## src/rtl/tdm_demux4.sv

```systemverilog
// tdm_demux4 - receive end of a 4-slot TDM link.
// Finds frame alignment from the slot-0 sync marker, steers slots a..c into
// shadow registers, then publishes a..d together on the edge that takes the
// slot-3 beat, so the outputs only ever show one complete frame.
//
// Ports
//   clk          rising-edge clock
//   rst          synchronous reset, active-high
//   din[W]       slot sample, used only when en=1
//   en           beat strobe (din/sync valid)
//   sync         marks the beat as slot 0
//   a..d_out[W]  channels of the last complete frame
//   frame_valid  1-cycle pulse when a..d_out update
//   sync_err     1-cycle pulse on a framing violation
//   locked       high while aligned to the frame
//
// state  | meaning
// HUNT   | waiting for a sync beat; non-sync beats are dropped
// LOCKED | aligned; slot counts 0..3 through the current frame
module tdm_demux4 #(
  parameter int W = 1
) (
  input  logic         clk,
  input  logic         rst,
  input  logic [W-1:0] din,
  input  logic         en,
  input  logic         sync,
  output logic [W-1:0] a_out,
  output logic [W-1:0] b_out,
  output logic [W-1:0] c_out,
  output logic [W-1:0] d_out,
  output logic         frame_valid,
  output logic         sync_err,
  output logic         locked
);

  typedef enum logic {HUNT = 1'b0, LOCKED = 1'b1} state_t;

  state_t       state;
  logic [1:0]   slot;
  logic [W-1:0] shadow_a;
  logic [W-1:0] shadow_b;
  logic [W-1:0] shadow_c;

  assign locked = (state == LOCKED);

  always_ff @(posedge clk) begin
    if (rst) begin
      state       <= HUNT;
      slot        <= 2'd0;
      shadow_a    <= '0;
      shadow_b    <= '0;
      shadow_c    <= '0;
      a_out       <= '0;
      b_out       <= '0;
      c_out       <= '0;
      d_out       <= '0;
      frame_valid <= 1'b0;
      sync_err    <= 1'b0;
    end else begin
      frame_valid <= 1'b0;
      sync_err    <= 1'b0;
      if (en) begin
        case (state)
          HUNT: begin
            if (sync) begin
              shadow_a <= din;
              slot     <= 2'd1;
              state    <= LOCKED;
            end
          end
          LOCKED: begin
            if (slot == 2'd0) begin
              if (sync) begin
                shadow_a <= din;
                slot     <= 2'd1;
              end else begin
                sync_err <= 1'b1;
                slot     <= 2'd0;
                state    <= HUNT;
              end
            end else if (sync) begin
              // Early sync: abandon the partial frame and restart on this beat.
              sync_err <= 1'b1;
              shadow_a <= din;
              slot     <= 2'd1;
            end else begin
              case (slot)
                2'd1: shadow_b <= din;
                2'd2: shadow_c <= din;
                default: begin
                  a_out       <= shadow_a;
                  b_out       <= shadow_b;
                  c_out       <= shadow_c;
                  d_out       <= din;
                  frame_valid <= 1'b1;
                end
              endcase
              slot <= slot + 2'd1;  // 3 wraps to 0
            end
          end
          default: begin
            state <= HUNT;
            slot  <= 2'd0;
          end
        endcase
      end
    end
  end

endmodule

```

## config.mk

```make
export PLATFORM = sky130hd
export DESIGN_NAME = tdm_demux4
export DESIGN_NICKNAME = d
export VERILOG_FILES = /design/src/rtl/tdm_demux4.sv
export SDC_FILE = /design/constraint.sdc
export NUM_CORES = 1
export LEC_CHECK = 0
export BUFFER_PORTS_ARGS = -buffer_cell sky130_fd_sc_hd__buf_2
export CAP_MARGIN = 10
export CELL_PAD_IN_SITES_DETAIL_PLACEMENT = 2
export CELL_PAD_IN_SITES_GLOBAL_PLACEMENT = 2
export CORE_MARGIN = 5
export CORE_UTILIZATION = 28
export CTS_CLUSTER_SIZE = 16
export DETAILED_ROUTE_END_ITERATION = 7
export HOLD_SLACK_MARGIN = 0.08
export PLACE_DENSITY = 0.78
export SLEW_MARGIN = 20
export SYNTH_ARGS = -nofsm -noshare
export SYNTH_HDL_FRONTEND = slang
export SYNTH_SLANG_ARGS = --single-unit
```

## constraint.sdc

```tcl
create_clock -name clk -period 1.3 [get_ports clk]
set_input_delay 0.26 -clock clk [delete_from_list [all_inputs] [get_ports clk]]
set_output_delay 0.26 -clock clk [all_outputs]
set_load 0.02 [all_outputs]
```

==> results.py <==
metrics = {
    "outcome": {
        "outcome": "complete, no violations",
    },
    "synthesis": {
        "synth_nets": 68,
        "synth_area_um2": 595.6,
        "synthFlopType": "dfxtp_1",
        "avgSynthCellArea_um2": 10.27,
        "synth.distinct_cells": 23,
        "yosys_warnings": 0,
        "postSynthCellCount": 58,
        "ys_seq_area_share_pct": 40.34,
        "synthArstFlopShare_pct": 0,
        "synth_seq_cells": 12,
        "synth_edf_count": 0,
    },
    "detailed_routing": {
        "ant_nets": 0,
        "drtIter0Drc": 4,
        "vias_per_cell": 4.850,
        "vias": 485,
        "drt_wl_total_um": 1510,
        "avgRoutedWirePerCell_um": 15.10,
        "drc": 0,
        "dr.pass1.iters": 2,
    },
    "setup_path": {
        "worstSetupStartpointType": "register",
        "rr_endpoint": "slot[1]",
        "criticalPathCategory": "reg2reg",
        "cp.arrival_ps": 1440,
        "cp-end-kind": "register",
        "required_ps": 1500,
        "reg2reg_setup_slack_ps": 60,
        "cp_max_fo": 4,
        "reg2reg_depth": 5,
        "r2r-start": "slot[1]",
    },
    "global_route": {
        "antenna_found_initial": 0,
        "grt_pass1_wl_um": 2711,
        "grt_max_degree": 14,
        "grt_use_total_pct": 11.79,
        "first_global_vias": 550,
        "grt-ovfl-total": 0,
    },
    "worst_hold_path": {
        "hold_depth": 3,
        "min_path_type": "in2reg",
        "hold_end": "shadow_a",
        "worstHoldStart": "din",
    },
    "sta": {
        "rsz0062_at_grt": "false",
        "worst_slack_ps": 58.58,
        "fin_skew_ps": 9.206,
        "worstMarginPinSlew_ps": 248.6,
        "fin_crit_sh_pct": 95.49,
        "max_slew_margin_pct": 83.43,
        "fmax_mhz": 805.5,
        "holdWs_ps": 247.4,
        "finalMaxSlewViolations": 0,
        "min_period_ps": 1241,
        "setup_viol": 0,
        "hold_violations": 0,
    },
    "power": {
        "ir_drop_mv": 0.4696,
        "seqPwrFrac_pct": 48.6,
        "p_total_uw": 792.6,
        "power_density_nw_per_um2": 1025,
        "p_sw_uw": 200.5,
        "p_comb_share_pct": 12.4,
        "swShare_pct": 25.29,
        "p_leak_nw": 0.3652,
        "power.share.clock_pct": 39.0,
        "intPower_uw": 592.1,
    },
    "clock_tree": {
        "clk_pin_slew_worst_paths_ps": 90,
        "cts_tree": "yes",
        "cts_max_level": 1,
        "root_buffer": "clkbuf_4",
        "cts_buffers": 3,
        "cts_sinks": 12,
        "clk_latency_ps": 280,
        "clockBufferDepth": 2,
    },
    "place": {
        "routabilityCongestion": 0.7002,
        "port_buffers": 11,
        "pre_cts_ws_ps": -72.90,
        "place_area_um2": 686.9,
        "hpwlAfterDp_um": 1085,
    },
    "cells_and_area": {
        "final_net_count": 84,
        "antennaDiodeCount": 0,
        "final_util_pct": 38.63,
        "nFillCells": 224,
        "drive_gt1_share_pct": 43.84,
        "post-route-cell-area_um2": 773.2,
        "syn_to_final_growth_pct": 29.83,
    },
    "floorplan": {
        "dieArea_um2": 3149,
        "io-pin-count": 12,
        "core-area_um2": 2002,
        "fp.dieW_um": 56.12,
        "row_count": 16,
        "die_h_um": 56.12,
        "start_util_pct": 29.75,
    },
    "flow_run": {
        "drv_cap": 0,
    },
}
-- layer usage --
| layer | vias up | part of all wire [%] | routed length (µm) | GRT usage [%] |
|---|---|---|---|---|
| met5 | - | 0 | 0 | 0 |
| li1 | 232 | - | - | - |
| met3 | 2 | 5.5 | 83 | 6.032 |
| met2 | 12 | 54 | 818 | 20.03 |
| met1 | 239 | 39 | 592 | 12.47 |
| met4 | 0 | 0.99 | 15 | 4.068 |
-- synth_stat cells, types with 2 or more instances --
library cell / instances / area share [%]
ha_1: 5 / 11
buf_2: 2 / 1.7
nand4_1: 2 / 2.1
nand2b_1: 8 / 8.4
mux2i_1: 6 / 10
a21bo_2: 2 / 3.4
dfxtp_1: 12 / 40
inv_1: 5 / 3.2
a21oi_1: 2 / 1.7
-- sequential cells by signal, indices dropped and copies added, names as in the netlist --
signal       count
d_out            1
frame_valid      1
sync_err         1
b_out            1
c_out            1
shadow_b         1
slot             2
shadow_c         1
locked           1
a_out            1
shadow_a         1
-- power by group through the flow --
stage | registers (mW) | clock network [mW] | logic (mW)
finish | 0.385 | 0.309 | 0.0984
CTS | 0.385 | 0.317 | 0.0956
global route | 0.387 | 0.345 | 0.111
detailed placement | 0.392 | 0 | 0.0850
global placement | 0.391 | 0 | 0.0818
floorplan | 0.390 | 0 | 0.0602
-- placed cells by master, fill, tap and decap left out, types with 2 or more instances in the layout --
cell	count
a21bo_2	2
a21oi_1	2
buf_2	11
buf_4	4
clkbuf_4	3
dfxtp_1	9
dfxtp_2	3
ha_1	3
ha_4	2
inv_1	2
inv_2	3
mux2i_1	6
nand2b_1	8
nand4_1	2
-- worst max path at each step --
stage	startpoint	end	slack [ps]	depth (start not counted)
after global routing	slot[0]	slot[1]	6	5
final	slot[1]	slot[1]	60	5
after floorplan	slot[0]	a_out	20	6
after global placement	slot[0]	b_out	-20	6
after detailed placement	slot[0]	a_out	-70	6
after CTS	slot[1]	slot[1]	0.4	5
-- layout make-up --
type                    instances  area, µm²  share of cell area [%]
clock buffers                   4      36.28                   4.693
inverters                       5      18.77                   2.427
multi-input cells              37      355.3                   45.95
flip-flops and latches         12      244.0                   31.55
well taps                      27      33.78                   4.369
repair buffers                 15      85.08                   11.00
-- kinds of logic after synthesis --
kind of cell / after synthesis / synth area share (%)
AND/OR/NAND/NOR: 18 / 20.80
flip-flops: 12 / 40.34
buffers and inverters: 9 / 7.984
AO/OA/AOI/OAI: 8 / 10.30
multiplexers: 6 / 10.08
adder cells (fa/ha/maj): 5 / 10.50
-- critical path, stage by stage, from the launching register on --
cell and delay (ps):
dfxtp_2 350, inv_2 60, ha_4 160, buf_4 140, or3b_1 350, o32ai_2 90
-- metrics by stage --
step,setup TNS [ps],cells
6_report,0,100
5_1_grt,0,100
4_1_cts,0,99
3_5_place_dp,-406.6,95
3_3_place_gp,-52.73,95
2_1_floorplan,0,58
-- repair_timing --
item	in CTS	in global routing
pin swaps	0	1
hold buffers	0	0
setup endpoints to repair	9	8
buffers inserted	0	1
resized for setup	8	4
No activity file was read; power rests on OpenSTA's default activity.
